<file path="src/rtl/instr_fetch.sv">
// Instruction fetch unit.
// Issues word-address reads to instruction memory. Each accepted address is
// remembered in a tag FIFO. Each returned word is paired with its address and
// placed in an output queue, which decode drains one entry at a time.
// A shared credit limits in-flight fetches plus buffered entries to DEPTH, so
// the output queue can never overflow.
// After a flush, responses that are still in flight are counted off and
// thrown away.
module instr_fetch #(
  parameter int DEPTH = 2,
  parameter int AW    = 32
) (
  input  logic          clk,
  input  logic          reset,
  input  logic [AW-1:0] pc_in,
  input  logic          pc_valid,
  output logic          pc_ready,
  input  logic          flush,
  output logic          imem_req,
  output logic [AW-1:0] imem_addr,
  input  logic          imem_gnt,
  input  logic          imem_rvalid,
  input  logic [AW-1:0] imem_rdata,
  output logic          if_valid,
  output logic [AW-1:0] if_instr,
  output logic [AW-1:0] if_pc,
  input  logic          id_ready,
  output logic          err_unexp
);

  localparam int CW = $clog2(DEPTH + 1);
  localparam int PW = $clog2(DEPTH);
  localparam logic [CW-1:0] C_ONE   = CW'(1);
  localparam logic [CW:0]   C_DEPTH = (CW + 1)'(DEPTH);

  // Counters
  logic [CW-1:0] r_outst;   // issued, not yet returned
  logic [CW-1:0] r_qcnt;    // entries held in the output queue
  logic [CW-1:0] r_drop;    // returns still owed from before a flush
  logic          r_err;

  // Tag FIFO: addresses of fetches in flight, in issue order
  logic [AW-1:0] r_tag_mem [DEPTH];
  logic [PW-1:0] r_tag_wr;
  logic [PW-1:0] r_tag_rd;

  // Output queue: {pc, instr} pairs waiting for decode
  logic [AW-1:0] r_q_pc    [DEPTH];
  logic [AW-1:0] r_q_instr [DEPTH];
  logic [PW-1:0] r_q_wr;
  logic [PW-1:0] r_q_rd;

  logic [CW:0] w_used;
  logic        w_credit;
  logic        w_hs;
  logic        w_rsp;
  logic        w_enq;
  logic        w_deq;

  // Request handshake and the per-cycle events derived from it
  always_comb begin
    w_used    = {1'b0, r_outst} + {1'b0, r_qcnt};
    w_credit  = w_used < C_DEPTH;
    imem_req  = pc_valid && w_credit && !flush && !reset;
    imem_addr = pc_in;
    pc_ready  = imem_req && imem_gnt;
    w_hs      = pc_ready;
    w_rsp     = imem_rvalid && (r_outst != '0);
    w_enq     = w_rsp && (r_drop == '0) && !flush;
    w_deq     = if_valid && id_ready && !flush;
    if_valid  = r_qcnt != '0;
    if_pc     = r_q_pc[r_q_rd];
    if_instr  = r_q_instr[r_q_rd];
    err_unexp = r_err;
  end

  // Counters, pointers and the sticky error flag
  always_ff @(posedge clk) begin
    // NOTE: every register here is written with <= so all of them update from
    // the same pre-edge values; with = a later line would see an earlier update.
    if (reset) begin
      r_outst  <= '0;
      r_qcnt   <= '0;
      r_drop   <= '0;
      r_err    <= 1'b0;
      r_tag_wr <= '0;
      r_tag_rd <= '0;
      r_q_wr   <= '0;
      r_q_rd   <= '0;
    end else begin
      case ({w_hs, w_rsp})
        2'b10:   r_outst <= r_outst + C_ONE;
        2'b01:   r_outst <= r_outst - C_ONE;
        default: r_outst <= r_outst;
      endcase

      if (flush)
        r_drop <= w_rsp ? (r_outst - C_ONE) : r_outst;
      else if (w_rsp && (r_drop != '0))
        r_drop <= r_drop - C_ONE;

      if (w_hs)  r_tag_wr <= r_tag_wr + 1'b1;
      if (w_rsp) r_tag_rd <= r_tag_rd + 1'b1;

      if (flush) begin
        r_qcnt <= '0;
        r_q_wr <= '0;
        r_q_rd <= '0;
      end else begin
        case ({w_enq, w_deq})
          2'b10:   r_qcnt <= r_qcnt + C_ONE;
          2'b01:   r_qcnt <= r_qcnt - C_ONE;
          default: r_qcnt <= r_qcnt;
        endcase
        if (w_enq) r_q_wr <= r_q_wr + 1'b1;
        if (w_deq) r_q_rd <= r_q_rd + 1'b1;
      end

      if (imem_rvalid && (r_outst == '0))
        r_err <= 1'b1;
    end
  end

  // Tag storage: written on handshake, read only while a fetch is in flight
  always_ff @(posedge clk) begin
    // NOTE: this storage has no reset because the pointers alone decide which
    // entries are live. The output queue below is cleared only so that
    // if_pc and if_instr read as zero out of reset.
    if (w_hs)
      r_tag_mem[r_tag_wr] <= pc_in;
  end

  // Output queue storage: captures the tag and returned word on enqueue
  always_ff @(posedge clk) begin
    if (reset) begin
      for (int i = 0; i < DEPTH; i++) begin
        r_q_pc[i]    <= '0;
        r_q_instr[i] <= '0;
      end
    end else if (w_enq) begin
      r_q_pc[r_q_wr]    <= r_tag_mem[r_tag_rd];
      r_q_instr[r_q_wr] <= imem_rdata;
    end
  end

endmodule
</file>
<file path="config.mk">
export PLATFORM = sky130hd
export DESIGN_NAME = instr_fetch
export DESIGN_NICKNAME = d
export VERILOG_FILES = /design/src/rtl/instr_fetch.sv
export SDC_FILE = /design/constraint.sdc
export NUM_CORES = 1
export LEC_CHECK = 0
export ABC_AREA = 1
export CAP_MARGIN = 40
export CELL_PAD_IN_SITES_DETAIL_PLACEMENT = 1
export CELL_PAD_IN_SITES_GLOBAL_PLACEMENT = 1
export CORE_ASPECT_RATIO = 1.75
export CORE_MARGIN = 1.5
export CORE_UTILIZATION = 55
export DETAILED_ROUTE_END_ITERATION = 8
export DONT_BUFFER_PORTS = 1
export GPL_ROUTABILITY_DRIVEN = 0
export PLACE_DENSITY_LB_ADDON = 0.1
export SETUP_SLACK_MARGIN = 0.5
export SLEW_MARGIN = 0
export SYNTH_ARGS = -nofsm -noshare
export SYNTH_HDL_FRONTEND = slang
export SYNTH_SLANG_ARGS = --single-unit
</file>
<file path="constraint.sdc">
create_clock -name clk -period 6.7 [get_ports clk]
set_clock_uncertainty 0.05 [all_clocks]
set_input_delay 2.01 -clock clk [delete_from_list [all_inputs] [get_ports clk]]
set_output_delay 2.01 -clock clk [all_outputs]
set_load 0.05 [all_outputs]
</file>
# Word-level counts from Yosys, hierarchy flattened
# Memories as Yosys holds them, arrays and structs flattened. A register that Yosys moved wholly into a read port is not among the register bits.
# Index checks and enable logic that the tools add are counted.
[classes]
bitwise = 0
magnitude_cmp = 1
mux = 24
add_sub_neg = 10
mul = 0
shifts = 0
eq_ne = 4
div = 0
n_reduce_logical = 24
[op_table]
columns = ["op", "count"]
rows = [
  ["two-way mux 32 bit", 2],
  ["OR reduction 32 bit", 2],
  ["two-way mux 1 bit", 17],
  ["nonzero test 2 bit", 6],
  ["logical AND 1 bit", 11],
  ["one-hot mux 2 bit (2 select lines)", 2],
  ["two-way mux 2 bit", 3],
  ["subtractor 2 x 1 -> 2 bit, second input constant", 3],
  ["adder 1 bit, second input constant", 4],
  ["adder 2 x 1 -> 2 bit, second input constant", 2],
  ["== test 2 x 1 -> 1 bit, second input constant", 2],
  ["== test 2 bit, second input constant", 2],
  ["zero test 2 bit", 2],
  ["adder 2 x 2 -> 3 bit", 1],
  ["less-than comparator 3 x 2 -> 1 bit, second input constant", 1],
  ["zero test 1 bit", 2],
  ["OR reduction 2 bit", 1],
]
[totals]
n_memories = 3
out_inout_bits = 100
latchBits = 0
mem_bits_ro = 0
register_bits = 11
ram_bits = 192
inputBits = 71
[memory_table]
columns = ["name", "words", "width", "rd", "rd_ports_with_merged_regs", "wr", "line_no", "source"]
rows = [
  ["r_q_instr", 2, 32, 1, 1, 2, "49", "logic [AW-1:0] r_q_instr [DEPTH];"],
  ["r_q_pc", 2, 32, 1, 1, 2, "48", "logic [AW-1:0] r_q_pc [DEPTH];"],
  ["r_tag_mem", 2, 32, 1, 1, 1, "43", "logic [AW-1:0] r_tag_mem [DEPTH];"],
]

# Longest topological paths before layout
[logic_depth]
ltp_word = 9
mapped_depth = 11
mapped_depth_nobuf = 11

# Worst setup path after synthesis
# Ideal clock, no wire load.
[synth_timing]
path_type = "input to output"
startpoint = "input port flush"
endpoint = "output port pc_ready"
stages = 3
path_slack_ps = 1754
t_arrival_ps = 2886
n_path_buf = 0
required_ps = 4640
path_cell_list = "inv_2 nand2_4 nor3_2"
[synth_between]
elab_chain_cells = 4
[synth_lines]
columns = ["element", "line_no", "source"]
rows = [
  ["start: declaration", "18", "input logic flush,"],
  ["zero test 1 bit", "64", "imem_req = pc_valid && w_credit && !flush && !reset;"],
  ["logical AND 1 bit (2 in series)", "64", ""],
  ["logical AND 1 bit", "66", "pc_ready = imem_req && imem_gnt;"],
  ["end: declaration", "17", "output logic pc_ready,"],
]
# No other way between the ends.

# Worst setup path in the final report
[layout_timing]
startpoint = "input port reset"
endpoint = "output port pc_ready"
[layout_between]
elab_chain_cells = 3
[layout_lines]
columns = ["element", "line_no", "source"]
rows = [
  ["start: declaration", "14", "input logic reset,"],
  ["zero test 1 bit", "64", ""],
  ["logical AND 1 bit", "64", ""],
  ["logical AND 1 bit", "66", ""],
]
# No other way between the ends.

==> impl_metrics.yaml <==
die:
  io_pins: 171
  dieArea_mm2: 0.01658
  die_y_um: 169.2
  die_x_um: 98.00
  initial_utilization_pct: 56.44
  core_area_mm2: 0.01539
  num_rows: 60
clock_tree:
  cts_resized: 0
  cts_made_buffers: 19
  clock_latency_ns: 0.47
  cts_hold_buf: 0
  cts_sinks: 205
  ctsHtreeMaxLevel: 1
  path_clk_slew_ns: 0.06
  cts_tree: "built"
  cts_buffer_depth: 3
  postCtsSetupRepairBufs: 0
  cts-root-buf: "clkbuf_16"
logic_synthesis:
  synth-compound-area-share_pct: 0.7058
  synth_top_family_by_area: "multiplexers"
  synthSimpleGateAreaFrac_pct: 9.853
  synth_cells: 604
  ys_ff_latch: 205
  synth_fp_nets: 680
  synth.avg_cell_area_um2: 14.38
  seq_area_frac_synth_pct: 69.37
  synth_area_mm2: 0.008686
  synth_mux_area_share_pct: 11.99
  synth_xor_area_share_pct: 0.3025
  synth-warning-count: 0
  synth-adder-area-share_pct: 0.8067
  synthDistinctLibCells: 29
finish:
  fin_cells: 777
  nets: 656
  antennaDiodeCount: 0
  fin_util_pct: 60.55
  area_growth_pct: 7.289
  multi_input_area_mm2: 0.002085
  seq_area_mm2: 0.006031
  layout-drive-gt1-share_pct: 23.52
  fillers: 1411
status:
  outcome: "finished clean"
global_route:
  track_usage_pct: 19.99
  grt_pass1_vias: 4881
  antenna_found_initial: 0
  grt_max_degree: 49
  grt_pass1_wl_mm: 25.82
  gr-total-overflow: 0
critical_path:
  startpoint_type: "primary input"
  end_kind: "output pin"
  cp_slowest_stage_delay_ns: 0.24
  path_max_fanout: 8
  arrival_ns: 2.67
  cp.required_ns: 4.64
  slowest_stage: "buf_4"
  setup.worst_path.class: "in2out"
  crit_chain: "inv_4 > nand2_4 > nor3_2 > buf_4"
placement:
  dp_cells: 745
  hpwl_mm: 10.69
  portBuffers: 0
power:
  leakage_nw: 3.433
  power.density_mw_per_mm2: 301.4
  ir_worst_vdd_uv: 298.1
drt:
  drc: 0
  first_pass_iters: 4
  via_per_inst: 5.503
  wirelength_mm: 16.08
  vias: 4276
  ant_nets: 0
  wire_per_inst_um: 20.70
  drt_iter0_drc: 169
sta:
  worst_pin_slew_ns: 0.7576
  fmax_mhz: 211.2
  fin_crit_ns: 4.734
  finalCritPeriodShare_pct: 70.66
  max_slew_margin_pct: 49.44
  hold_violations: 0
  drv_slew: 0
  fin_tns_setup_ns: 0
  rsz0062_at_grt: "no"
  setup_viol: 0
hold_path:
  hold_path.class: "reg2reg"
flow_run:
  drv_cap: 0
logic make-up (layout without fill, tap and decap cells):
| kind of cell | Yosys count | after routing |
|---|---|---|
| XOR/XNOR | 3 | 3 |
| adder cells (fa/ha/maj) | 5 | 5 |
| multiplexers | 96 | 96 |
| AO/OA/AOI/OAI | 12 | 12 |
| buffers and inverters | 106 | 93 |
| AND/OR/NAND/NOR | 177 | 177 |
| flip-flops | 205 | 205 |
state kept, by name, indices dropped and copies added, names as in the netlist, named ones only:
register and cells:
r_q_instr 64, r_drop 2, r_q_wr 1, r_q_pc 64
r_tag_rd 1, r_qcnt 2, r_q_rd 1, r_tag_mem 64
r_outst 2, r_tag_wr 1, err_unexp 1
routing by layer:
layer | global-route usage, % | routed length, um
met1 | 22.81 | 5933
met2 | 36.49 | 8739
met3 | 3.913 | 857
met4 | 7.888 | 553
met5 | 0 | 0
layout make-up:
type	instances	area share (%)
repair buffers	11	2.229
clock buffers	23	5.371
well taps	186	2.497
flip-flops and latches	205	64.72
inverters	50	2.041
clock inverters	9	0.7787
multi-input cells	293	22.37
worst max-delay path: cells and delay by family:
| family | cells | cell delay, ns |
|---|---|---|
| and+or+nand+nor | 2 | 0.29 |
| buffers and inverters | 2 | 0.36 |
Yosys cell counts, drive strengths merged:
cell type / count / area (um^2)
nand4: 2 / 27.53
buf: 56 / 415.4
nand3: 6 / 35.03
mux2i: 32 / 320.3
a31oi: 1 / 6.260
nor2: 145 / 681.9
dfxtp: 13 / 260.3
fa: 1 / 20.02
or2: 2 / 12.51
edfxtp: 192 / 5766
ha: 4 / 50.05
inv: 50 / 190.2
nor3: 1 / 10.01
nand2: 21 / 88.84
a21oi: 6 / 30.03
mux2: 64 / 720.7
o21ai: 5 / 25.02
xor2: 3 / 26.28
worst paths after layout:
path,start,endpoint,slack [ns],depth (start not counted)
worst max-delay path,reset,pc_ready,1.97,4
worst min-delay path,r_q_rd,flop,0.43,2
worst max register to register,r_qcnt[0],r_tag_mem[1][21],3.82,9
worst min register to register,r_q_rd,flop,0.43,2
where the power goes:
part           internal [mW]  switching [mW]  total (mW)  leakage (nW)
clock                  0.570           0.429        1.00         0.288
combinational         0.0837           0.232       0.316          1.13
sequential              1.46          0.0334        1.49          2.01
total                   2.11           0.695        2.81          3.43
placed cells by master, fill, tap and decap left out:
master and instances:
buf_16 5, nand3_4 1, bufinv_16 1, dfxtp_2 1, inv_2 2, clkbuf_8 1
mux2_2 64, nand3_1 5, dfxtp_4 1, nor2_2 4, buf_4 4, clkinv_1 1
inv_4 1, nand2_4 3, nand2_2 1, buf_12 2, dfxtp_1 11, nand4_4 1
nand4_1 1, fa_1 1, nor2_4 18, a21oi_1 6, ha_1 4, mux2i_1 32
nand2_1 17, clkinv_2 6, nor3_2 1, a31oi_1 1, clkinv_4 1, clkbuf_1 3
edfxtp_1 192, xor2_1 3, or2_2 2, clkbuf_16 19, inv_1 47, o21ai_0 5
nor2_1 123
stage by stage:
stage,cell area [um^2],total power [mW],setup slack [ns],hold WS [ns]
after global placement,8553,1.814,1.690,0.4003
after floorplan,8686,1.825,1.754,0.3974
final,9319,2.808,1.966,0.4277
after detailed placement,8746,1.840,1.969,0.4233
after global routing,9319,2.900,1.882,0.4696
after CTS,9319,2.838,1.949,0.4308
Note: power is estimated with default switching activity, not from simulation.
